[src/rtl/spmmio_keyboard_fifo2.sv]
// Memory-mapped keyboard interface, second generation.
// Key events are queued in a pointer-based FIFO. The block reports the fill
// level and a sticky overflow flag, supports host flush, and raises a level
// interrupt at a programmable fill threshold. The keyboard-block control and
// the 48-bit synthetic key matrix feed the TMS9901 keyboard path.
module spmmio_keyboard_fifo2 #(
   parameter int         FIFO_DEPTH     = 16,
   parameter logic [2:0] KEYBOARD_MODEL = 3'd0
) (
   input  logic        clk,
   input  logic        reset_n,
   input  logic [0:2]  adr,
   input  logic        cs,
   input  logic [0:3]  sel,
   input  logic        we,
   input  logic [0:31] d,
   output logic [0:31] q,
   input  logic        keypress,
   input  logic        isup,
   input  logic [0:6]  keycode,
   input  logic [0:3]  shift_state,
   output logic        keyboard_block,
   output logic [0:47] synth_key_state,
   output logic        synth_keys_enabled,
   output logic        irq
);

   localparam int            AW      = $clog2(FIFO_DEPTH);
   localparam int            CW      = AW + 1;
   localparam logic [CW-1:0] DEPTH_C = CW'(FIFO_DEPTH);

   // Entry layout: [0] isup, [1:4] shift_state, [5:11] keycode.
   logic [0:11]   mem [FIFO_DEPTH];
   logic [0:11]   head;
   logic [AW-1:0] wr_ptr, wr_ptr_n, rd_ptr, rd_ptr_n;
   logic [CW-1:0] count, count_n;
   logic          overflow, overflow_n;
   logic [7:0]    threshold, threshold_n;
   logic          irq_en, irq_en_n;
   logic          kb_block_n;
   logic [0:47]   synth_n;
   logic          synth_en_n;
   logic          irq_n;

   logic wr_en, pop_strobe, flush, clr_ovf, full, do_pop, do_push, push_drop;

   assign wr_en      = cs && we;
   assign pop_strobe = cs && !we && (adr == 3'd0);
   assign flush      = wr_en && (adr == 3'd0) && sel[3] && d[31];
   assign clr_ovf    = wr_en && (adr == 3'd0) && sel[3] && d[30];
   assign full       = (count == DEPTH_C);
   assign do_pop     = pop_strobe && (count != '0);
   // A pop in the same cycle frees the slot, so a full FIFO still accepts.
   assign do_push    = keypress && !flush && (!full || do_pop);
   assign push_drop  = keypress && !flush && full && !do_pop;
   assign head       = mem[rd_ptr];

   // FIFO pointer and fill-level next state; flush overrides push and pop.
   always_comb begin
      wr_ptr_n = wr_ptr;
      rd_ptr_n = rd_ptr;
      count_n  = count;
      if (flush) begin
         wr_ptr_n = '0;
         rd_ptr_n = '0;
         count_n  = '0;
      end else begin
         if (do_push) wr_ptr_n = wr_ptr + 1'b1;
         if (do_pop)  rd_ptr_n = rd_ptr + 1'b1;
         if (do_push && !do_pop)      count_n = count + 1'b1;
         else if (!do_push && do_pop) count_n = count - 1'b1;
      end
   end

   // Overflow is sticky; a dropping push beats a same-cycle clear.
   always_comb begin
      overflow_n = overflow;
      if (push_drop)    overflow_n = 1'b1;
      else if (clr_ovf) overflow_n = 1'b0;
   end

   // Register-file writes for matrix, block and interrupt control.
   always_comb begin
      kb_block_n  = keyboard_block;
      synth_n     = synth_key_state;
      synth_en_n  = synth_keys_enabled;
      threshold_n = threshold;
      irq_en_n    = irq_en;
      if (wr_en) begin
         case (adr)
            3'd1: begin
               if (sel[0]) kb_block_n    = d[7];
               if (sel[2]) synth_n[0:7]  = d[16:23];
               if (sel[3]) synth_n[8:15] = d[24:31];
               if (sel[2] || sel[3]) synth_en_n = |synth_n;
            end
            3'd2: begin
               for (int k = 0; k < 4; k++) begin
                  if (sel[k]) synth_n[16 + 8*k +: 8] = d[8*k +: 8];
               end
               synth_en_n = 1'b0;
            end
            3'd3: begin
               if (sel[0]) threshold_n = (d[0:7] == 8'd0) ? 8'd1 : d[0:7];
               if (sel[3]) irq_en_n    = d[31];
            end
            default: ;
         endcase
      end
   end

   // Interrupt tracks the state taking effect on this same edge.
   assign irq_n = irq_en_n && ((8'(count_n) >= threshold_n) || overflow_n);

   // Control state registers.
   always_ff @(posedge clk or negedge reset_n) begin
      if (!reset_n) begin
         wr_ptr             <= '0;
         rd_ptr             <= '0;
         count              <= '0;
         overflow           <= 1'b0;
         threshold          <= 8'd1;
         irq_en             <= 1'b0;
         keyboard_block     <= 1'b0;
         synth_key_state    <= '0;
         synth_keys_enabled <= 1'b0;
         irq                <= 1'b0;
      end else begin
         wr_ptr             <= wr_ptr_n;
         rd_ptr             <= rd_ptr_n;
         count              <= count_n;
         overflow           <= overflow_n;
         threshold          <= threshold_n;
         irq_en             <= irq_en_n;
         keyboard_block     <= kb_block_n;
         synth_key_state    <= synth_n;
         synth_keys_enabled <= synth_en_n;
         irq                <= irq_n;
      end
   end

   // Event storage, deliberately not reset.
   always_ff @(posedge clk) begin
      if (do_push) mem[wr_ptr] <= {isup, shift_state, keycode};
   end

   // Combinational read mux.
   always_comb begin
      q = '0;
      case (adr)
         3'd0: begin
            q[0]     = (count != '0);
            q[1:3]   = KEYBOARD_MODEL;
            q[4:7]   = head[1:4];
            q[8]     = head[0];
            q[9:15]  = head[5:11];
            q[16:23] = 8'(count);
            q[24]    = overflow;
         end
         3'd1: begin
            q[7]     = keyboard_block;
            q[16:31] = synth_key_state[0:15];
         end
         3'd2: q = synth_key_state[16:47];
         3'd3: begin
            q[0:7] = threshold;
            q[31]  = irq_en;
         end
         default: q = '0;
      endcase
   end

endmodule

[config.mk]
export PLATFORM = sky130hd
export DESIGN_NAME = spmmio_keyboard_fifo2
export DESIGN_NICKNAME = d
export VERILOG_FILES = /design/src/rtl/spmmio_keyboard_fifo2.sv
export SDC_FILE = /design/constraint.sdc
export NUM_CORES = 1
export LEC_CHECK = 0
export CAP_MARGIN = 20
export CORE_MARGIN = 2
export CORE_UTILIZATION = 35
export DETAILED_ROUTE_END_ITERATION = 10
export GPL_TIMING_DRIVEN = 1
export PLACE_DENSITY = 0.6
export SYNTH_ARGS = -nofsm -noshare
export SYNTH_HDL_FRONTEND = slang
export SYNTH_SLANG_ARGS = --single-unit
export TNS_END_PERCENT = 30
[constraint.sdc]
create_clock -name clk -period 7.11 [get_ports clk]
set_input_delay 1.422 -clock clk [delete_from_list [all_inputs] [get_ports clk]]
set_output_delay 1.422 -clock clk [all_outputs]
set_load 0.01 [all_outputs]
==> impl_metrics.ini, run 1 <==
[critical_path]
start_kind = input pin
crit_path_frequent_cell = clkdlybuf4s50_1
crit_type = input pin to output port
worst_ep_required_time_ns = 5.69
r2r_setup_slack_ns = 3.82
slowest_delay_ns = 0.75
critPathBufInv = 3
critPathLaunch = adr[2]
critPathArrivalTime_ns = 4.12
crit_chain = clkdlybuf4s50_1 > buf_4 > or4b_1 > nor2_2 > a22oi_1 > nand2_1 > clkdlybuf4s50_1
crit_fanout = 23
slowest_stage = or4b_1
end_kind = output port
critical-path-top-delay-family = simple AND/OR/NAND/NOR gates
r2r_start = count[1]

[cells_and_area]
final_cell_count_no_fill = 1332
fillers = 2928
mostFrequentLayoutCell = edfxtp_1
drive_above_1_share_pct = 20.22
n_antenna_cell = 0
layout_common_cells = 192 x edfxtp_1, 137 x clkdlybuf4s50_1, 71 x dfrtp_1
area_delta_synth_final_pct = 23.66
nNetsFinal = 938
final_util_pct = 43.97

[routing]
drcViolationCount = 0
first_pass_iters = 5
vias = 7046
post_drt_wl_per_cell_um = 22.93
drtIter0Drc = 601
routed_wl_mm = 30.55
viasPerCell = 5.290
antenna_left = 0

[power]
pwr-share-seq_pct = 46.1
power_frac_comb_pct = 23.9
switching_power_mw = 1.316
leakage_nw = 5.073
vdd_ir_drop_max_mv = 0.2041
p_clk_share_pct = 30.0
power_density_nw_per_um2 = 316.4
swShare_pct = 29.01
power.internal_mw = 3.221

[run]
maxCapViolCount = 0

[cts]
cts.sinks = 266
cts_buffers = 28
clk_pin_slew_ns = 0.06
cts_tree = built
clock_latency_ns = 0.55
ctsResizeCount = 0
h-tree-depth = 1
cts_hold_repair.buffers = 0
clock-root-buffer = clkbuf_16
clock_path_buffers = 3
cts_setup_buffers = 0

[synthesis]
synthFlopType = edfxtp_1
synth_top_cells_by_area = edfxtp_1 50%, dfrtp_1 16%, mux4_2 8.7%
ys_seq_area_share_pct = 65.69
syn_nets = 793
ys_warn_count = 0
synth_top_area_cell = edfxtp_1
async_flop_share_pct = 27.82
synthCells = 724
ys_types = 66
yosysTopAreaCellShare_pct = 49.71
syn_avg_cell_area_um2 = 16.02
synth.ff_latch_count = 266
synthesis.area_um2 = 11600
synth-edff-count = 192

[global_routing]
antenna_found_initial = 0
grt_pass1_vias = 7112
track_usage_pct = 17.89
grt_start_max_net_pins = 75
grt_pass1_wl_mm = 45.67
grt-ovfl-total = 0

[sta]
tns_ns = 0
finalMaxSlewViolations = 0
slew_headroom_pct = 29.49
rsz0062_at_grt = false
finalHoldViolations = 0
setup_violations = 0
period_needed_ns = 5.539
post-route-period-util_pct = 77.90
fmax_mhz = 180.5
fin_worst_skew_ns = 0.01663
worst_pin_slew_ns = 1.043
timing.hold.ws_ns = 0.5350

[floorplanning]
chipWidth_um = 186.0
dieArea_um2 = 34610
fp-row-count = 66
start_util_pct = 35.56
io-pin-count = 139
die_h_um = 186.0
core_area_um2 = 32620

[placement]
io_buffers = 138
place_inst = 1280
place_congestion = 0.8077
dpl.hpwl_mm = 20.44

[worst_hold_path]
min_path_type = flop to flop
holdCritStartpoint = threshold[2]

[outcome]
status = complete, no violations
[metrics by stage]
stage / area, um^2 / worst slack (ns) / power [mW]
final: 14340 / 1.571 / 4.537
after global routing: 14340 / 1.424 / 4.759
after CTS: 14320 / 1.557 / 4.589
after detailed placement: 13460 / 1.569 / 3.222
after global placement: 13460 / 1.602 / 3.214
after floorplan: 11600 / 3.022 / 2.740
[Yosys cell counts, drive strengths merged, types with 13 or more instances]
library cell,count
inv,16
nand2,23
mux4,45
a22oi,25
and2,18
nor4,14
clkbuf,13
dfrtp,73
buf,21
mux2,62
a21oi,24
mux2i,24
edfxtp,192
ha,13
nor2,45
[flip-flops by register name, summed over array words and instances (netlist names)]
register,cells
mem,192
synth_key_state,48
threshold,8
count,5
rd_ptr,4
wr_ptr,4
irq,1
irq_en,1
keyboard_block,1
overflow,1
synth_keys_enabled,1
[metal layers]
layer / GRT usage, % / routed length [um] / share of wire (%)
met5: 0 / 0 / 0
met4: 4.976 / 783 / 2.6
met3: 3.365 / 2079 / 6.8
met2: 28.80 / 14360 / 47
met1: 24.85 / 13320 / 44
[worst paths after layout]
check                      cells after the start            endpoint
min                                            2        threshold[2]
min in group asynchronous                      1  synth_key_state[2]
max                                            7                q[9]
max in group asynchronous                      2        threshold[0]
min reg2reg                                    2        threshold[2]
max reg2reg                                   10                 irq
[cell type report]
cell class	count	area, um^2	area share [%]
inverters	16	60.06	0.4187
flip-flops and latches	266	7621	53.14
repair buffers	149	1481	10.33
clock inverters	10	70.07	0.4885
well taps	442	553.0	3.856
multi-input cells	408	3767	26.27
clock buffers	41	789.5	5.505
[tightest hold or removal path, stage by stage, from the launching register on]
cell and delay [ns]:
dfrtp_1 0.34, mux2i_1 0.09, inv_1 0.06
[logic make-up after synthesis]
kind of cell / after synthesis / share of synthesized area, %
AOI/OAI and AO/OA: 91 / 5.566
xor gates and xnor gates: 3 / 0.2266
adders and majority gates: 13 / 1.402
buffers and inverters: 50 / 1.888
DFF: 266 / 65.69
muxes: 131 / 16.83
and+or+nand+nor: 170 / 8.403
[power groups by stage]
stage	sequential, mW	clock, mW	combinational (mW)
floorplan	2.00	0	0.738
global placement	2.12	0	1.09
detailed placement	2.13	0	1.09
CTS	2.10	1.39	1.10
global route	2.12	1.45	1.18
finish	2.09	1.36	1.08
Power figures use the tool's default switching activity.
==> run 2, diff against run 1 <==
- clock period: 7.11 -> 5.2 ns (I/O delays scaled with it)
==> run 2 against run 1 <==
Net effect: combinational power up 48%; via count up 0.65%; total power up 42%; register-to-register slack worse by 1.8 ns; highest routed layer unchanged.
==> impl_metrics.ini, run 2 (synthesized netlist as in run 1, its figures left out) <==
[cells_and_area]
reg.largest.list = mem: 192 flops, synth_key_state: 48 flops, threshold: 8 flops
layout_common_cells = 192 x edfxtp_1, 137 x clkdlybuf4s50_1, 71 x dfrtp_1
nNetsFinal = 945
largest_reg_flops = 192
area_delta_synth_final_pct = 24.88
drive_above_1_share_pct = 21.29
regMostFlops = mem
mostFrequentLayoutCell = edfxtp_1

[power]
power_density_nw_per_um2 = 445.2
power.internal_mw = 4.628
switching_power_mw = 1.821
leakage_nw = 5.155
power_frac_comb_pct = 24.8
p_clk_share_pct = 32.1
pwr-share-seq_pct = 43.1
vdd_ir_drop_max_mv = 0.3104
total_power_mw = 6.449
swShare_pct = 28.23

[sta]
slew_headroom_pct = 30.77
post-route-period-util_pct = 92.01
fin_worst_skew_ns = 0.01137
tns_ns = 0
finalMaxSlewViolations = 0
setup_violations = 0
period_needed_ns = 4.785
finalHoldViolations = 0
worst_pin_slew_ns = 1.038
fmax_mhz = 209.0
rsz0062_at_grt = false

[routing]
antenna_left = 0
wl_met1_mm = 13.82
vias = 7092
drcViolationCount = 0
topRoutingLayerUsed = met4
viasPerCell = 5.293
wl_met2_mm = 14.16
first_pass_iters = 4
wl_met3_mm = 2.109
post_drt_wl_per_cell_um = 23.12
drtIter0Drc = 599
routed_wl_mm = 30.98

[critical_path]
end_kind = output port
crit_fanout = 22
critPathArrivalTime_ns = 3.74
worst_ep_required_time_ns = 4.16
crit_path_frequent_cell = clkdlybuf4s50_1
r2r_start = count[1]
crit_type = input pin to output port
start_kind = input pin
crit_chain = clkdlybuf4s50_1 > buf_4 > nor4_2 > and2_1 > a221oi_1 > o21ai_0 > clkdlybuf4s50_1
r2r_setup_slack_ns = 1.98
slowest_stage = nor4_2
r2r_end = irq
rr_worst_depth = 10
slowest_delay_ns = 0.79

[cts]
h-tree-depth = 1
clock-root-buffer = clkbuf_16
cts_tree = built
clk_pin_slew_ns = 0.06
clock_path_buffers = 3
cts.sinks = 266
cts_buffers = 27
cts_setup_buffers = 0
ctsResizeCount = 0
cts_hold_repair.buffers = 0
clock_latency_ns = 0.55

[run]
maxCapViolCount = 0

[global_routing]
grt_pass1_wl_mm = 46.30
antenna_found_initial = 1
grt_pass1_vias = 7219
grt_start_max_net_pins = 75
track_usage_pct = 18.09
grt-ovfl-total = 0

[floorplanning]
start_util_pct = 35.56
chipWidth_um = 186.0
core_area_um2 = 32620
dieArea_um2 = 34610
io-pin-count = 139
fp-row-count = 66
die_h_um = 186.0

[worst_hold_path]
hold_path_end = threshold[2]
min_path_type = flop to flop
holdCritStartpoint = threshold[2]
whs_path_depth = 2

[placement]
io_buffers = 138
dpl.hpwl_mm = 20.62
place_congestion = 0.8503

[outcome]
status = complete, no violations
==> run 2: changes by cell type in the layout (fill, tap and decap cells not counted), sizes merged <==
cell	before	now
buf	12	20
bufinv	0	5
clkinv	10	6
clkbuf	41	38
diode	0	1
inv	16	17
==> run 2: how the worst max path moves through the flow <==
stage / startpoint / endpoint / depth (start not counted) / slack, ns
3_3_place_gp: adr[2] / q[6] / 7 / 0.40
5_1_grt: adr[2] / q[6] / 7 / 0.30
6_report: adr[2] / q[6] / 7 / 0.42
3_5_place_dp: adr[2] / q[6] / 7 / 0.45
4_1_cts: adr[2] / q[6] / 7 / 0.42
2_1_floorplan: adr[2] / q[7] / 6 / 1.88
==> run 2: final cells by class <==
| cell class | instances | area, um^2 |
|---|---|---|
| fill | 2926 | 18130 |
| sequential | 266 | 7621 |
| multi-input combinational | 408 | 3767 |
| timing repair buffer | 157 | 1534 |
| clock buffer | 38 | 747.0 |
| tap | 442 | 553.0 |
| clock inverter | 12 | 198.9 |
| inverter | 16 | 60.06 |
| antenna | 1 | 2.502 |
==> run 2: power by group through the flow <==
stage          Clock, mW  Combinational (mW)  Sequential, mW
2_1_floorplan          0                1.01            2.74
3_3_place_gp           0                1.61            2.82
3_5_place_dp           0                1.61            2.83
4_1_cts             2.11                1.62            2.78
5_1_grt             2.20                1.74            2.81
6_report            2.07                1.60            2.78
==> run 2: critical path, delay by kind of cell <==
kind,cells,cell delay [ns]
buffers and inverters,3,1.33
and+or+nand+nor,2,1.08
AOI/OAI and AO/OA,2,0.29
==> run 2: through the flow <==
step / utilization (%) / hold WS [ns] / area [um^2] / setup slack [ns] / instances
floorplan: - / 0.4743 / 11600 / 1.876 / 724
global placement: 41.50 / 0.4981 / 13540 / 0.4020 / 1289
detailed placement: 41.50 / 0.5092 / 13540 / 0.4486 / 1289
CTS: 44.40 / 0.5276 / 14480 / 0.4174 / 1339
global route: 44.40 / 0.5563 / 14480 / 0.3026 / 1339
finish: 44.40 / 0.5226 / 14480 / 0.4154 / 1340
==> run 2: routing by layer <==
metal | vias to the layer above | track usage (%)
li1 | 3171 | -
met1 | 3618 | 24.94
met2 | 253 | 28.80
met3 | 50 | 3.933
met4 | 0 | 5.323
met5 | - | 0
==> run 3, diff against run 2 <==
- CELL_PAD_IN_SITES_DETAIL_PLACEMENT: default -> 0
- CELL_PAD_IN_SITES_GLOBAL_PLACEMENT: default -> 1
- CTS_CLUSTER_SIZE: default -> 14
- PLACE_DENSITY: 0.6 -> 0.68
- clock period: 5.2 -> 4.87 ns (I/O delays scaled with it)
==> run 3 against run 2 <==
Net effect: non-clock buffer count up 8; largest cell class unchanged; cell area up 0.51%; final cell count up 0.67%; highest routed layer unchanged; first-iteration DRC count down 16%; combinational power about the same; via count down 0.31%; utilization up 0.23 points; register-to-register slack worse by 0.32 ns; global-route usage about the same.
==> impl_metrics.ini, run 3 (synthesized netlist as in run 1, its figures left out) <==
[sta]
rsz0062_at_grt = false
period_needed_ns = 4.595
fmax_mhz = 217.6
timing.hold.ws_ns = 0.3695
slew_headroom_pct = 32.81
tns_ns = 0
fin_worst_skew_ns = 0.02389
finalHoldViolations = 0
finalMaxSlewViolations = 0
post-route-period-util_pct = 94.35
worst_pin_slew_ns = 0.9938
setup_violations = 0

[critical_path]
critPathBufInv = 3
crit_type = input pin to output port
critPathArrivalTime_ns = 3.62
crit_path_frequent_cell = clkdlybuf4s50_1
crit_chain = clkdlybuf4s50_1 > buf_4 > nor4_2 > and2_1 > a221oi_1 > o21ai_0 > clkdlybuf4s50_1
end_kind = output port
critical-path-top-delay-family = buffers and inverters
start_kind = input pin
crit_fanout = 22
r2r_start = count[1]
r2r_end = irq
slowest_delay_ns = 0.79
rr_worst_depth = 10
worst_ep_required_time_ns = 3.90
slowest_stage = nor4_2
r2r_setup_slack_ns = 1.66

[power]
total_power_mw = 6.881
vdd_ir_drop_max_mv = 0.2886
leakage_nw = 5.191
power_density_nw_per_um2 = 472.7

[cells_and_area]
largest_reg_flops = 192
n_antenna_cell = 0
mostFrequentLayoutCell = edfxtp_1
area_delta_synth_final_pct = 25.51
nNetsFinal = 954
regMostFlops = mem
layout_common_cells = 192 x edfxtp_1, 137 x clkdlybuf4s50_1, 71 x dfrtp_1
reg.largest.list = mem: 192 flops, synth_key_state: 48 flops, threshold: 8 flops
drive_above_1_share_pct = 22.49

[cts]
cts_tree = built
h-tree-depth = 1
cts_setup_buffers = 0
clock_path_buffers = 3
cts.sinks = 266
clk_pin_slew_ns = 0.06
ctsResizeCount = 0
clock_latency_ns = 0.57
clock-root-buffer = clkbuf_16
cts_buffers = 28
cts_hold_repair.buffers = 0

[floorplanning]
core_area_um2 = 32620
die_h_um = 186.0
io-pin-count = 139
fp-row-count = 66
dieArea_um2 = 34610
chipWidth_um = 186.0
start_util_pct = 35.56

[global_routing]
track_usage_pct = 18.07
grt_pass1_vias = 7193
grt_pass1_wl_mm = 46.43
grt_start_max_net_pins = 43
grt-ovfl-total = 0
antenna_found_initial = 1

[routing]
viasPerCell = 5.241
first_pass_iters = 5
vias = 7070
drtIter0Drc = 504
post_drt_wl_per_cell_um = 23.06
antenna_left = 0
routed_wl_mm = 31.11
drcViolationCount = 0

[placement]
dpl.hpwl_mm = 21.15
io_buffers = 138
place_congestion = 0.7839

[run]
maxCapViolCount = 0

[outcome]
status = complete, no violations

[worst_hold_path]
min_path_type = input pin to asynchronous set/reset pin
-- run 3: cell count changes in the layout (fill, tap and decap cells not counted), sizes merged --
cell | before | now
clkinvlp | 0 | 4
buf | 20 | 28
inv | 17 | 16
diode | 1 | 0
clkbuf | 38 | 31
bufinv | 5 | 4
clkinv | 6 | 13
-- run 3: area by class of cell --
cell class                 count  area, um^2
fill                        2893       18060
sequential                   266        7624
multi-input combinational    408        3767
timing repair buffer         165        1582
clock buffer                  31       721.9
tap                          442       553.0
clock inverter                21       250.2
inverter                      16       60.06
-- run 3: power breakdown --
part | switching [mW] | total, mW | internal, mW
registers | 0.339 | 3.06 | 2.72
clock network | 0.927 | 2.22 | 1.29
logic | 0.727 | 1.61 | 0.879
total | 1.99 | 6.88 | 4.89
-- run 3: through the flow --
stage                     instances  utilization (%)  instance area (um^2)  worst slack [ns]
after floorplan                 724                -                 11600             1.678
after global placement         1297            41.65                 13590            0.2806
after detailed placement       1297            41.65                 13590            0.2967
after CTS                      1349            44.63                 14560            0.2800
after global routing           1349            44.63                 14560            0.1640
final                          1349            44.63                 14560            0.2750
-- run 3: metal layers --
metal	wire [um]	GRT usage (%)
met1	13810	24.49
met2	14840	30.74
met3	1881	2.876
met4	573	3.937
met5	0	0
-- run 3: worst max-delay path by stage --
| stage | startpoint | to | slack [ns] | depth (start not counted) |
|---|---|---|---|---|
| after global placement | adr[2] | q[6] | 0.28 | 7 |
| after floorplan | adr[2] | q[7] | 1.68 | 6 |
| after detailed placement | adr[2] | q[4] | 0.30 | 7 |
| after global routing | adr[2] | q[6] | 0.16 | 7 |
| final | adr[2] | q[4] | 0.27 | 7 |
| after CTS | adr[2] | q[4] | 0.28 | 7 |
==> patch: new RTL, config.mk and constraints of run 1 <==
Change the parameter `FIFO_DEPTH` from 16 to 32.
--- a/src/rtl/spmmio_keyboard_fifo2.sv
+++ b/src/rtl/spmmio_keyboard_fifo2.sv
@@ -6,3 +6,3 @@
 module spmmio_keyboard_fifo2 #(
-   parameter int         FIFO_DEPTH     = 16,
+   parameter int         FIFO_DEPTH     = 32,
    parameter logic [2:0] KEYBOARD_MODEL = 3'd0
Check against the original RTL: same outputs for any inputs over 4 cycles, from zero or initial values and one cycle with reset_n low; that may be too few to reach the edited logic, so the function may still have changed.
==> patch against run 1 <==
  * Power increased by 72%
  * Synthesized cell count increased by 59%
  * Final area increased by 62%
  * Area after synthesis increased by 65%
  * Sequential cell count increased by 195
  * Setup slack got worse by 0.51 ns
  * Sequential share of layout area increased by 4.9 points
  * Routed wire length increased by 64%
  * Sequential power increased by 67%
  * Largest power group unchanged
  * Highest routed layer unchanged
==> patch: results (changes against run 1) <==
- Status: finished clean
- Arrival @ worst endpoint: 4.63 ns (+0.51 ns)
- Final non-filler cell total: 2071 (+55%)
- Worst Skew: 0.01446 ns (-0.002167 ns)
- Largest net degree at the start of global routing: 53 (-29%)
- Synth Area in Adders: 0.8513% (-0.55 points)
- Syn nets: 1221 (+54%)
- Filler Cell Count: 4749 (+62%)
- Least-Margin Pin Slew: 1.119 ns (+0.07597 ns)
- Library cells used by synthesis: 62 (-6.1%)
- Worst-path maximum fanout: 20 (-13%)
- Worst IR drop on VDD: 0.1916 mV (-6.1%)
- Setup crit start: adr[1]
- Wirelength per Cell: 24.21 µm (+5.6%)
- Pre-CTS WS: 1.151 ns (-0.4181 ns)
- Post-synthesis compound-gate area fraction: 5.330% (-0.24 points)
- Layout cell share with drive strength beyond 1: 18.55% (-1.7 points)
- Worst Min Path Start: threshold[4]$_DFF_PN0_
- XOR/XNOR Fraction of Synth Area: 0.4584% (+0.23 points)
- NumNets Final: 1409 (+50%)
- Gr usage total: 17.63% (-0.26 points)
- Clk_lat worst skew: 0.58 ns (+0.03 ns)
- Number of antenna violations at the first check in global routing: 3 (+3)
- H-tree depth: 2 (+1)
- Ys async rst share: 16.70% (-11 points)
- Top cells by count, synth: 384 x edfxtp_1, 117 x mux2i_1, 84 x nor2_1, 76 x dfrtp_1, 66 x a22oi_1
- Setup crit end: q[6]
- Number of flops mapped to enable cells by yosys: 384 (+100%)
- Die area: 56480 µm² (+63%)
- 1st-iter DRT viols: 1352 (+120%)
- Reg2reg path depth: 13 (+3)
- Row Count: 85 (+29%)
- Synth top area share: 60.35% (+11 points)
- GPL Wtd Cong: 0.8661 (+7.2%)
- Leakage: 7.944 nW (+57%)
- Largest registers: mem x384, synth_key_state x48, threshold x8
- First-pass GRT wire length: 73.34 mm (+61%)
- Dpl cells: 1982 (+55%)
- Tmin final: 6.050 ns (+0.5115 ns)
## patch: cell types whose count changed after synthesis, sizes merged, moves of 12 or more
cell	delta
nand4	+12
mux2i	+93
edfxtp	+192
a22oi	+41
and2	-15
clkbuf	+19
nor2	+40
## patch: worst max-delay path, cell delays in order
cell and delay (ns):
clkdlybuf4s50_1 0.40, buf_4 0.22, or4b_1 0.72, nor3_1 0.65
a21oi_1 0.28, o211ai_1 0.30, clkdlybuf4s50_1 0.64
## patch: cells by family (layout without fill, tap and decap cells)
group                      Yosys count  after routing
and+or+nand+nor                    227            227
muxes                              222            222
xor gates and xnor gates            10             10
DFF                                461            461
buffers and inverters               77            300
adders and majority gates           13             13
AOI/OAI and AO/OA                  142            142
## patch: worst min path at each step
stage,to,slack (ns),cells past startpoint
finish,threshold[4]$_DFF_PN0_,0.53,2
floorplan,overflow$_DFF_PN0_,0.46,2
detailed placement,overflow$_DFF_PN0_,0.52,2
global placement,keyboard_block$_DFFE_PN0P_,0.52,1
CTS,overflow$_DFF_PN0_,0.53,2
global route,irq_en$_DFF_PN0_,0.57,1
## patch: layout make-up
cell class / instances / share of cell area (%)
clock buffer: 62 / 5.499
clock inverter: 23 / 1.355
inverter: 17 / 0.2752
multi-input combinational: 614 / 22.97
sequential: 461 / 58.08
tap: 696 / 3.756
timing repair buffer: 198 / 8.063
## patch: routing by layer
metal | part of all wire (%) | GRT usage (%)
met1 | 43 | 23.97
met2 | 47 | 28.57
met3 | 7.2 | 3.612
met4 | 2.8 | 5.336
met5 | 0 | 0
## patch: report_power, final
group          internal [mW]  total (mW)  switching, mW
sequential              3.16        3.50          0.334
clock                   1.55        2.57           1.02
combinational          0.822        1.76          0.938
